**src/rtl/riscv_mmio_timer.sv**
```systemverilog
// Memory-mapped timer on the core data port: prescaled 32-bit up-counter with
// compare match, auto-reload, saturating match counter and a level interrupt.
module riscv_mmio_timer #(
    parameter logic [31:0] BASE_ADDR  = 32'h1000_0000,
    parameter int unsigned PRESCALE_W = 16
) (
    input  logic        clk,
    input  logic        rst,
    input  logic        data_ce_i,
    input  logic        data_we_i,
    input  logic [31:0] data_addr_i,
    input  logic [31:0] data_wdata_i,
    output logic [31:0] data_rdata_o,
    output logic        sel_o,
    output logic        irq_o
);
    localparam logic [5:0] IDX_CTRL     = 6'd0;
    localparam logic [5:0] IDX_PRESCALE = 6'd1;
    localparam logic [5:0] IDX_COUNT    = 6'd2;
    localparam logic [5:0] IDX_COMPARE  = 6'd3;
    localparam logic [5:0] IDX_STATUS   = 6'd4;
    localparam logic [5:0] IDX_MATCHCNT = 6'd5;

    logic [2:0]            ctrl_q, ctrl_d;
    logic [PRESCALE_W-1:0] prescale_q, prescale_d;
    logic [PRESCALE_W-1:0] pre_cnt_q, pre_cnt_d;
    logic [31:0]           count_q, count_d;
    logic [31:0]           compare_q, compare_d;
    logic                  match_q, match_d;
    logic [7:0]            matchcnt_q, matchcnt_d;

    logic       hit;
    logic       wr;
    logic [5:0] idx;
    logic       tick;
    logic       match_evt;
    logic       unused_addr_lsb;

    assign hit             = data_ce_i && (data_addr_i[31:8] == BASE_ADDR[31:8]);
    assign wr              = hit && data_we_i;
    assign idx             = data_addr_i[7:2];
    assign sel_o           = hit;
    assign unused_addr_lsb = ^data_addr_i[1:0];

    assign tick      = ctrl_q[0] && (pre_cnt_q == prescale_q);
    // A CPU write to COUNT suppresses the compare for that cycle.
    assign match_evt = tick && !(wr && idx == IDX_COUNT) && (count_q == compare_q);

    assign irq_o = match_q & ctrl_q[2];

    always_comb begin
        data_rdata_o = 32'h0;
        if (hit && !data_we_i) begin
            case (idx)
                IDX_CTRL:     data_rdata_o = {29'h0, ctrl_q};
                IDX_PRESCALE: data_rdata_o = 32'(prescale_q);
                IDX_COUNT:    data_rdata_o = count_q;
                IDX_COMPARE:  data_rdata_o = compare_q;
                IDX_STATUS:   data_rdata_o = {31'h0, match_q};
                IDX_MATCHCNT: data_rdata_o = {24'h0, matchcnt_q};
                default:      data_rdata_o = 32'h0;
            endcase
        end
    end

    always_comb begin
        ctrl_d     = ctrl_q;
        prescale_d = prescale_q;
        pre_cnt_d  = pre_cnt_q;
        count_d    = count_q;
        compare_d  = compare_q;
        match_d    = match_q;
        matchcnt_d = matchcnt_q;

        if (wr && idx == IDX_PRESCALE) begin
            pre_cnt_d = '0;
        end else if (ctrl_q[0]) begin
            pre_cnt_d = tick ? '0 : pre_cnt_q + PRESCALE_W'(1);
        end

        if (wr && idx == IDX_COUNT) begin
            count_d = data_wdata_i;
        end else if (tick) begin
            count_d = (match_evt && ctrl_q[1]) ? 32'h0 : count_q + 32'd1;
        end

        // Set beats write-1-clear on STATUS; clear beats increment on MATCHCNT.
        if (match_evt) begin
            match_d = 1'b1;
        end else if (wr && idx == IDX_STATUS && data_wdata_i[0]) begin
            match_d = 1'b0;
        end

        if (wr && idx == IDX_MATCHCNT) begin
            matchcnt_d = 8'h0;
        end else if (match_evt && matchcnt_q != 8'hFF) begin
            matchcnt_d = matchcnt_q + 8'd1;
        end

        if (wr && idx == IDX_CTRL)     ctrl_d     = data_wdata_i[2:0];
        if (wr && idx == IDX_PRESCALE) prescale_d = data_wdata_i[PRESCALE_W-1:0];
        if (wr && idx == IDX_COMPARE)  compare_d  = data_wdata_i;
    end

    always_ff @(posedge clk or posedge rst) begin
        if (rst) begin
            ctrl_q     <= 3'h0;
            prescale_q <= '0;
            pre_cnt_q  <= '0;
            count_q    <= 32'h0;
            compare_q  <= 32'hFFFF_FFFF;
            match_q    <= 1'b0;
            matchcnt_q <= 8'h0;
        end else begin
            ctrl_q     <= ctrl_d;
            prescale_q <= prescale_d;
            pre_cnt_q  <= pre_cnt_d;
            count_q    <= count_d;
            compare_q  <= compare_d;
            match_q    <= match_d;
            matchcnt_q <= matchcnt_d;
        end
    end

endmodule
```
**config.mk**
```make
export PLATFORM = sky130hd
export DESIGN_NAME = riscv_mmio_timer
export DESIGN_NICKNAME = d
export VERILOG_FILES = /design/src/rtl/riscv_mmio_timer.sv
export SDC_FILE = /design/constraint.sdc
export NUM_CORES = 1
export LEC_CHECK = 0
export ABC_AREA = 1
export BUFFER_PORTS_ARGS = -buffer_cell sky130_fd_sc_hd__buf_2
export CAP_MARGIN = 10
export CORE_AREA = 2 2 171 173
export CTS_CLUSTER_DIAMETER = 30
export DETAILED_ROUTE_END_ITERATION = 10
export DIE_AREA = 0 0 173 175
export GPL_ROUTABILITY_DRIVEN = 0
export GPL_TIMING_DRIVEN = 1
export MAX_ROUTING_LAYER = met4
export PLACE_DENSITY_LB_ADDON = 0.1
export REMOVE_ABC_BUFFERS = 1
export SYNTH_ARGS = -nofsm -noshare
export SYNTH_HDL_FRONTEND = slang
export SYNTH_SLANG_ARGS = --single-unit
```
**constraint.sdc**
```tcl
create_clock -name clk -period 4.4 [get_ports clk]
set_clock_uncertainty 0.1 [all_clocks]
set_input_delay 0.22 -clock clk [delete_from_list [all_inputs] [get_ports clk]]
set_output_delay 0.22 -clock clk [all_outputs]
set_load 0.02 [all_outputs]
```
==> results.md, run 1 <==
* Synth unique cells at 44
* Largest fanout on the critical path at 18
* Area added between synthesis and finish at 16.2%
* Status: finished with violations
* Worst vdd ir at 0.000151 V
* Largest stage delay, worst path at slightly below 0.7 ns
* Worst Hold Margin at -0.00111 ns
* Hpwl dp at 20.7 mm
* Via count at 7906
* Ports at 102
* Critical path's slowest cell: dfrtp_1
* CTS H-Tree Depth at 3
* Fin. Hold Viols at 1
* Yosys warnings at 0
* Hold Path Cell Cnt at 3
* Cell area power density at 212 mW/mm²
* R2r worst-path depth at 12
* Post-synthesis cell area at 0.00787 mm²
* Longest Clk Path Bufs at 2
* Hold WC Path Type: input pin to flop
* Vias in the first global route at around 7700
* Max Cap Viol at 0
* Antenna Nets Post-Route at 0
* CP endpoint kind: flop
* Largest net degree at the start of global routing at 59
* Buf/Inv on CP at 4
* Placed cell count at around 1700
* Top Family by Delay on Critical Path: buffers and inverters
* Drt initial violations at 407
* GRT met3 Usage at 2.39%
* Post-Syn Area per Cell at 6.55 µm²
* Critical Path RT at around 4.6 ns
* F_max at 0.347 GHz
* Core ar. at 0.0284 mm²
* Row count at 62
* Number of clock sinks at 108
* Die Ht at 175 µm
* Period utilization at 65.4%
* Post-Layout Inst Area at 0.00915 mm²
* Post-Synthesis Cells at 1202
* Fin Setup TNS at 0 ns
* Worst setup SP type: flop
* Port bufs at 99
* Root buffer cell: clkbuf_16
* Routed vias/inst at 4.69
* Max-slew violations at 0
* Met2 usage at about 32%
* Total Power at 0.00194 W
* Share of cells above drive strength 1 at 17.1%
* Max transition margin at 28.9%
* WL final at 27.5 mm
* Post-CTS Setup Inserts at 0
* Most frequent cell on the critical path: nand2_1
* Antenna diode count at 0
* Internal power at 0.00146 W
* Initial cell density of the core at ~28%
* WS Path Type: flop to flop
* Post-synthesis register bit count at 108
* Flop pwr share at 51.3%
* Placed instance area at between 0.008 and 0.009 mm²
* Clk pin slew, worst setup/hold paths at about 0.090 ns
* Sequential element share of the synthesized area at a little over a third
* DRC at 0
* Final setup viols at 0
* Wire per inst at 16.3 µm
* DRT Pass-1 Iters at 5
* Remaining Overflow, GRT at 0
* Final min period at 2.88 ns
* Die X at 173 µm
* Crit-path cells: inv_1 > a21oi_1 > nand3_1 > nor2_1 > nand3_1 > nand2_1 > buf_4 > inv_2 > nand2_1 > o21ai_0 > inv_1 > nand2_1
* Total GRT Usage at 18.9%
* CTS tree: yes
* Final non-filler cell total at roughly 1700
* Die area at 0.0303 mm²
* Initial antenna violation count at 0
* Failing checks: hold timing
* Critical path data arrival time at 3.03 ns
* Critical path depth at 12
* CTS buffer count at 9
* Psw at between 0.0004 and 0.0005 W
* Gr busiest metal: met2
* Leak at 4.40 nW
* Sw frac at about a quarter
* Met1 Use GR at 23.9%
* First-pass GRT wire length at between 40 and 50 mm
* Logic pwr share at 5.0%
* Worst-margin pin slew at about 1.1 ns
* Final nets at 1370
* RSZ-0062 raised after global routing: false
* Clock power frac at a little over two fifths
* Later-pin clock latency in the skew report at 0.37 ns
-- timing repair --
| action | 4_1_cts | 5_1_grt |
|---|---|---|
| endpoints found under the hold margin | 34 | 0 |
| resized for setup | 0 | 0 |
| hold buffers | 8 | 0 |
-- through the flow --
step	setup slack (ns)	utilization, %
after floorplan	1.29	-
after global placement	1.52	30.9
after detailed placement	1.49	30.9
after CTS	1.52	32.2
after global routing	1.22	32.2
final	1.52	32.2
-- placed cells by master, fill, tap and decap left out, types with 9 or more instances in the layout --
cell / instances
nand3_2: 12
clkbuf_16: 9
buf_4: 12
nand4_1: 44
nor2_1: 136
nand2_1: 367
a21oi_1: 17
dfstp_2: 32
buf_2: 99
xor2_1: 21
dfrtp_1: 76
a22oi_1: 19
o21ai_0: 72
inv_1: 177
nand3_1: 68
o22ai_1: 32
nor3_1: 13
inv_2: 13
-- cell type report --
cell class	instances	area, µm²
inverters	193	729
multi-input cells	868	4240
fillers	3253	19200
repair buffers	119	666
well taps	384	480
flip-flops and latches	108	2740
clock inverters	2	17.5
clock buffers	13	270
-- power groups by stage --
stage	Clock (W)	Combinational, W	Sequential, W
after floorplan	0	0.0000340	0.00101
after global routing	0.000904	0.000110	0.000993
final	0.000846	0.0000962	0.000993
after CTS	0.000879	0.0000995	0.000993
after detailed placement	0	0.0000937	0.00101
after global placement	0	0.0000928	0.00101
-- worst paths after layout --
kind,start,end,slack [ns]
worst max-delay path,ctrl_q[0],count_q[28],1.52
min in group asynchronous,rst,count_q[17],0.42
worst max register to register,ctrl_q[0],count_q[28],1.52
worst min register to register,compare_q[16],compare_q[16],0.39
worst min-delay path,data_wdata_i[27],compare_q[27],-0.001
max in group asynchronous,rst,compare_q[7],2.82
-- synth_stat cells (all sizes together) --
library cell,instances,area (µm²)
a31oi,4,25.0
nand3b,1,7.51
a21oi,17,85.1
a211oi,2,15.0
inv,192,723
a22oi,19,143
o311ai,2,17.5
nand2,376,1440
xor2,21,184
clkinv,1,3.75
nor3b,1,12.5
nor2b,1,6.26
and2,3,18.8
o22ai,32,200
o21bai,3,22.5
or2,1,6.26
nand3,80,455
clkbuf,17,63.8
nand4,46,300
dfrtp,76,1900
xnor2,3,26.3
buf,16,104
a221oi,4,35.0
nor3,18,115
o31ai,1,7.51
o2bb2ai,1,8.76
nor2,152,651
ha,3,37.5
o21ai,72,360
mux2,5,56.3
dfstp,32,841
-- logic make-up (layout without fill, tap and decap cells) --
kind of cell	Yosys count	count (layout)	share of synthesized area, %
multiplexers	5	5	0.715
XOR/XNOR	24	24	2.67
AO/OA/AOI/OAI	157	157	11.7
buffers and inverters	226	327	11.4
AND/OR/NAND/NOR	679	679	38.2
adder cells (fa/ha/maj)	3	3	0.477
flip-flops	108	108	34.8
-- flip-flops by register name (all words and copies together), names as in the netlist --
signal,flops
compare_q,32
match_q,1
pre_cnt_q,16
matchcnt_q,8
count_q,32
ctrl_q,3
prescale_q,16
-- layer usage --
| metal | vias to the layer above | part of all wire, % |
|---|---|---|
| li1 | 4049 | - |
| met1 | 3694 | 47 |
| met2 | 133 | 49 |
| met3 | 30 | 2.6 |
| met4 | 0 | 1.8 |
| met5 | - | 0 |
-- worst reg2reg max path, cell delays in order (launching register included) --
cell and delay, ns:
dfrtp_1 0.68, inv_1 0.29, a21oi_1 0.19, nand3_1 0.10, nor2_1 0.17, nand3_1 0.16
nand2_1 0.31, buf_4 0.34, inv_2 0.19, nand2_1 0.09, o21ai_0 0.07, inv_1 0.06
nand2_1 0.04
No activity file was read; power rests on OpenSTA's default activity.
==> run 2: changes to the inputs <==
--- a/config.mk
+++ b/config.mk
@@ -5,13 +5,13 @@
 export SDC_FILE = /design/constraint.sdc
 export NUM_CORES = 1
 export LEC_CHECK = 0
-export ABC_AREA = 1
+export ABC_AREA = 0
 export BUFFER_PORTS_ARGS = -buffer_cell sky130_fd_sc_hd__buf_2
 export CAP_MARGIN = 10
-export CORE_AREA = 2 2 171 173
+export CORE_AREA = 2 2 164 166
 export CTS_CLUSTER_DIAMETER = 30
 export DETAILED_ROUTE_END_ITERATION = 10
-export DIE_AREA = 0 0 173 175
+export DIE_AREA = 0 0 166 168
 export GPL_ROUTABILITY_DRIVEN = 0
 export GPL_TIMING_DRIVEN = 1
 export MAX_ROUTING_LAYER = met4
==> constraint.sdc (replaced) <==
create_clock -name clk -period 2.9 [get_ports clk]
set_clock_uncertainty 0.1 [all_clocks]
set_input_delay 0.145 -clock clk [delete_from_list [all_inputs] [get_ports clk]]
set_output_delay 0.145 -clock clk [all_outputs]
set_load 0.02 [all_outputs]
==> results.md, run 2 <==
* Status: completed
* Final setup viols at 0 (unchanged)
* Hold WC Path Type: input pin to flop
* Root buffer cell: clkbuf_16
* Antenna diode count at 0 (unchanged)
* Max transition margin at 54.2% (+25 points)
* Synth cell count leaders: 122 x nand2_1, 76 x dfrtp_1, 75 x nor2_1, 57 x xnor2_1, 48 x mux2_2
* Row count at 60 (-3.2%)
* Post-synthesis cell area at 0.00721 mm² (-8.4%)
* Fin. Hold Viols at 0 (-1)
* Cell area power density at 369 mW/mm² (+75%)
* Port bufs at 99 (unchanged)
* Longest Clk Path Bufs at 2 (unchanged)
* Final min period at 2.57 ns (-0.304 ns)
* Wire per inst at 19.8 µm (+21%)
* Share of cells above drive strength 1 at 28.6% (+11 points)
* CTS buffer count at 9 (unchanged)
* Post-synthesis register bit count at 108 (unchanged)
* Total Power at 0.00333 W (+72%)
* Post-Syn Area per Cell at 8.83 µm² (+35%)
* F_max at 0.389 GHz (+12%)
* WS Path Type: flop to flop
* Vias in the first global route at 6630 (-14%)
* Fin Setup TNS at 0 ns (unchanged)
* Core ar. at 0.0264 mm² (-7.2%)
* Routed vias/inst at 5.03 (+7.4%)
* Final Util at 34.2% (+2.0 points)
* DRC at 0 (unchanged)
* Largest net degree at the start of global routing at 51 (-14%)
* Die X at 166 µm (-4.0%)
* Post-Synthesis Cells at 817 (-32%)
* Worst reg2reg path endpoint: matchcnt_q[3]
* Primary FF master, synth: dfrtp_1
* Top Registers: compare_q x32, count_q x32
* Max Cap Viol at 0 (unchanged)
* RSZ-0062 raised after global routing: false
* Min-Delay Endpoint: matchcnt_q[0]
* Initial cell density of the core at 27.4% (-0.35 points)
* Hold Buf Count CTS at 33 (+25)
* Critical Path RT at 3.05 ns (-1.51 ns)
* Later-pin clock latency in the skew report at 0.36 ns (about the same)
* Synth top area cells: dfrtp_1 26%, dfstp_2 12%, mux2_2 7.5%
* Post-synth EDFFs at 0 (unchanged)
* Commonest non-fill, non-tap cell in the layout: nand2_1
* R2r worst-path depth at 6 (-6)
* CTS tree: yes
* Worst setup SP type: flop
* Via count at 6565 (-17%)
* CTS H-Tree Depth at 3 (unchanged)
* WL final at 25.8 mm (-6.1%)
* Top cell type's share of synthesized area at 26.4% (+2.2 points)
* Worst vdd ir at 0.000304 V (+100%)
* Ports at 102 (unchanged)
* Sequential element share of the synthesized area at 38.0% (+3.2 points)
* Largest area contributor in the netlist: dfrtp_1
* Hpwl dp at 19.4 mm (-6.6%)
* Post-CTS Setup Inserts at 0 (unchanged)
* Leak at 3.65 nW (-17%)
* DRT Pass-1 Iters at 5 (unchanged)
* CP endpoint kind: flop
* Remaining Overflow, GRT at 0 (unchanged)
* Die Ht at 168 µm (-4.0%)
* Max-slew violations at 0 (unchanged)
* Reg-to-Reg Start: compare_q[15]
* Clk pin slew, worst setup/hold paths at 0.08 ns (about the same)
* Yosys warnings at 0 (unchanged)
* Cts repair resizes at 0 (unchanged)
* Hold path startpoint: data_we_i
* Total GRT Usage at 19.1% (+0.21 points)
* Final nets at 1029 (-25%)
* Antenna Nets Post-Route at 0 (unchanged)
* R2R setup slack at 0.33 ns (-1.20 ns)
* Hold Path Cell Cnt at 3 (unchanged)
* Area added between synthesis and finish at 24.9%
* First-pass GRT wire length at 40.0 mm (-8.3%)
* Period utilization at 88.8% (+23 points)
* Ys async rst share at 100% (unchanged)
* Commonest non-fill, non-tap cells in the layout: 122 x nand2_1, 99 x buf_2, 76 x dfrtp_1
* Largest fanout on the critical path at 8 (-10)
* Count leader, synth: nand2_1
* Synth unique cells at 64 (+45%)
* Initial antenna violation count at 0 (unchanged)
* Number of clock sinks at 108 (unchanged)
* Drt initial violations at 478 (+17%)
* Worst-margin pin slew at 0.686 ns (-0.377 ns)
* Critical path data arrival time at 2.73 ns (-0.30 ns)
* Die area at 0.0279 mm² (-7.9%)
## run 2: cell types whose count changed in the layout (fill, tap and decap cells not counted), moves of 19 or more
cell,before,now
o21ai_0,72,30
nor4_1,0,32
xnor2_1,3,57
buf_4,12,59
dlygate4sd3_1,8,33
inv_1,177,9
nor2_1,136,75
nand3_1,68,28
o22ai_1,32,0
nand2_1,367,122
nand4_1,44,25
mux2_2,5,48
a2bb2oi_1,0,19
## run 2: critical path, stage by stage (launching register included)
cell and delay, ns:
dfstp_2 0.55, xnor2_1 0.15, nand4_1 0.26, nor4_4 0.50
nand2_2 0.21, nor4_1 0.34, mux2_1 0.35
## run 2: per-layer routing
| metal | part of all wire, % | wire (µm) | global-route usage [%] |
|---|---|---|---|
| met1 | 48 | 12500 | 25.3 |
| met2 | 48 | 12500 | 31.7 |
| met3 | 2.6 | 683 | 2.26 |
| met4 | 0.89 | 229 | 3.71 |
| met5 | 0 | 0 | - |
## run 2: cell type report
class	instances	area (µm²)
clock inverter	6	136
multi-input combinational	636	4120
clock buffer	10	229
tap	341	427
timing repair buffer	193	1310
fill	2779	17300
inverter	10	40.0
sequential	108	2740
## run 2: power by group
| part | internal (W) | total, W | switching [W] |
|---|---|---|---|
| registers | 0.00151 | 0.00153 | 0.0000106 |
| clock network | 0.000938 | 0.00157 | 0.000637 |
| logic | 0.000101 | 0.000227 | 0.000126 |
## run 2: cells by family after synthesis
logic type	synth area share, %
AOI/OAI and AO/OA	13.9
adders and majority gates	0.521
and+or+nand+nor	26.5
buffers and inverters	4.79
muxes	8.68
DFF	38.0
xor gates and xnor gates	7.53
## run 2: worst max path at each step
stage,from,end,slack (ns),cells after the start
final,compare_q[15],matchcnt_q[3],0.33,6
after global routing,compare_q[15],matchcnt_q[3],0.17,6
after CTS,compare_q[1],matchcnt_q[3],0.29,6
after detailed placement,compare_q[1],matchcnt_q[3],0.30,6
after global placement,compare_q[1],matchcnt_q[3],0.33,6
after floorplan,rst,count_q[0],-0.14,1
## run 2: stage by stage
| stage | hold slack [ns] | area, µm² | setup slack [ns] | cells |
|---|---|---|---|---|
| after floorplan | 0.158 | 6900 | -0.138 | 754 |
| after global placement | 0.150 | 8310 | 0.327 | 1255 |
| after detailed placement | 0.148 | 8310 | 0.305 | 1255 |
| after CTS | 0.0503 | 9010 | 0.289 | 1304 |
| after global routing | 0.0690 | 9010 | 0.168 | 1304 |
| final | 0.0736 | 9010 | 0.326 | 1304 |
==> run 3: changes to the inputs <==
--- a/config.mk
+++ b/config.mk
@@ -17,6 +17,7 @@
 export MAX_ROUTING_LAYER = met4
 export PLACE_DENSITY_LB_ADDON = 0.1
 export REMOVE_ABC_BUFFERS = 1
+export SETUP_SLACK_MARGIN = 0.5
 export SYNTH_ARGS = -nofsm -noshare
 export SYNTH_HDL_FRONTEND = slang
 export SYNTH_SLANG_ARGS = --single-unit
==> results.md, run 3 (synthesis results as in run 2) <==
* Vias in the first global route at 6682 (+0.78%)
* CP endpoint kind: flop
* Later-pin clock latency in the skew report at 0.36 ns (about the same)
* Critical path data arrival time at 2.53 ns (-0.20 ns)
* Number of clock sinks at 108 (unchanged)
* WL final at 26.1 mm (+1.1%)
* Critical path's slowest cell: dfrtp_2
* Max Cap Viol at 0 (unchanged)
* WS Path Type: flop to flop
* Critical Path RT at 3.09 ns (+0.04 ns)
* Largest net degree at the start of global routing at 51 (unchanged)
* Routed vias/inst at 5.07 (+0.61%)
* Row count at 60 (unchanged)
* Share of cells above drive strength 1 at 33.5% (+5.0 points)
* Initial antenna violation count at 0 (unchanged)
* Crit-path cells: xor2_4 > nor4_4 > and4_4 > nand2_2 > buf_4 > o41a_1 > o21ai_2
* Hold WC Path Type: input pin to flop
* Worst-margin pin slew at 0.697 ns (+0.0105 ns)
* Longest Clk Path Bufs at 2 (unchanged)
* Antenna Nets Post-Route at 0 (unchanged)
* F_max at 0.426 GHz (+9.7%)
* CTS tree: yes
* Core ar. at 0.0264 mm² (unchanged)
* Fin Setup TNS at 0 ns (unchanged)
* Port bufs at 99 (unchanged)
* Leak at 3.81 nW (+4.4%)
* Clk pin slew, worst setup/hold paths at 0.08 ns (about the same)
* Drt initial violations at 450 (-5.9%)
* Antenna diode count at 0 (unchanged)
* Status: completed
* Die X at 166 µm (unchanged)
* Cell area power density at 355 mW/mm² (-3.9%)
* Final min period at 2.35 ns (-0.228 ns)
* Fin. Hold Viols at 0 (unchanged)
* Die area at 0.0279 mm² (unchanged)
* Ports at 102 (unchanged)
* Initial cell density of the core at 27.4% (unchanged)
* CTS H-Tree Depth at 3 (unchanged)
* Worst setup SP type: flop
* Top Registers: compare_q x32, count_q x32
* Area added between synthesis and finish at 30.5%
* Via count at 6681 (+1.8%)
* Root buffer cell: clkbuf_16
* Largest fanout on the critical path at 7 (-1)
* Worst vdd ir at 0.000301 V (-0.98%)
* DRC at 0 (unchanged)
* Wire per inst at 19.8 µm (about the same)
* Commonest non-fill, non-tap cells in the layout: 121 x nand2_1, 99 x buf_2, 75 x nor2_1
* Total GRT Usage at 19.2% (+0.11 points)
* Die Ht at 168 µm (unchanged)
* Max-slew violations at 0 (unchanged)
* Final setup viols at 0 (unchanged)
* Remaining Overflow, GRT at 0 (unchanged)
* Total Power at 0.00334 W (+0.40%)
* CTS buffer count at 9 (unchanged)
* Fill cell count at 2763 (-0.58%)
* RSZ-0062 raised after global routing: true
* Hpwl dp at 19.4 mm (unchanged)
* Max transition margin at 53.5% (-0.70 points)
* DRT Pass-1 Iters at 5 (unchanged)
* First-pass GRT wire length at 40.3 mm (+0.71%)
* Period utilization at 80.9% (-7.9 points)
* Commonest non-fill, non-tap cell in the layout: nand2_1
* Largest stage delay, worst path at 0.45 ns (-0.10 ns)
* Final nets at 1044 (+1.5%)
-- run 3: report_power, final --
part           leakage [nW]  switching [W]  internal (W)
Combinational          2.33       0.000133      0.000112
Sequential             1.31      0.0000119       0.00151
Clock                 0.173       0.000630      0.000937
-- run 3: metrics by stage --
stage / std cells / hold slack [ns] / instance area [µm²] / util, % / setup WS (ns)
4_1_cts: 1311 / 0.0503 / 9140 / 34.7 / 0.487
5_1_grt: 1319 / 0.0785 / 9410 / 35.7 / 0.479
6_report: 1319 / 0.0701 / 9410 / 35.7 / 0.554
2_1_floorplan: 754 / 0.158 / 6900 / - / -0.138
3_3_place_gp: 1255 / 0.150 / 8310 / 31.5 / 0.327
3_5_place_dp: 1255 / 0.148 / 8310 / 31.5 / 0.305
-- run 3: final cells by class --
type	instances	area, µm²	share of cell area (%)
Clock inverter	6	136	1.45
Clock buffer	10	229	2.43
Sequential cell	108	2750	29.2
Multi-Input combinational cell	636	4400	46.7
Timing Repair Buffer	208	1440	15.3
Inverter	10	40.0	0.425
Tap cell	341	427	4.53
-- run 3: repair_timing --
item,CTS,global route
setup endpoints to repair,19,47
hold endpoints to repair,96,0
pin swaps,8,16
hold buffers,33,0
resized for setup,15,40
setup buffers,7,8
-- run 3: worst paths after layout --
check                                     from              to  slack, ns  cells past startpoint
worst min-delay path                 data_we_i   matchcnt_q[0]       0.07                      3
worst max-delay path             prescale_q[3]      count_q[5]       0.55                      7
max in group asynchronous                  rst    pre_cnt_q[3]       1.69                      4
worst max register to register   prescale_q[3]      count_q[5]       0.55                      7
min in group asynchronous                  rst  prescale_q[15]       0.29                      3
worst min register to register  prescale_q[14]  prescale_q[14]       0.42                      2
-- run 3: routing by layer --
layer / vias to the layer above / routed length, µm / track usage [%] / part of all wire (%)
met3: 16 / 578 / 2.21 / 2.2
li1: 3278 / - / - / -
met4: 0 / 245 / 3.59 / 0.94
met2: 93 / 12800 / 32.0 / 49
met5: - / 0 / - / 0
met1: 3294 / 12500 / 25.5 / 48
-- run 3: critical path, delay by kind of cell (launching register included) --
kind                      cells  cell delay [ns]
buffers and inverters         1             0.18
xor gates and xnor gates      1             0.20
and+or+nand+nor               3             0.79
DFF                           1             0.45
AOI/OAI and AO/OA             2             0.55
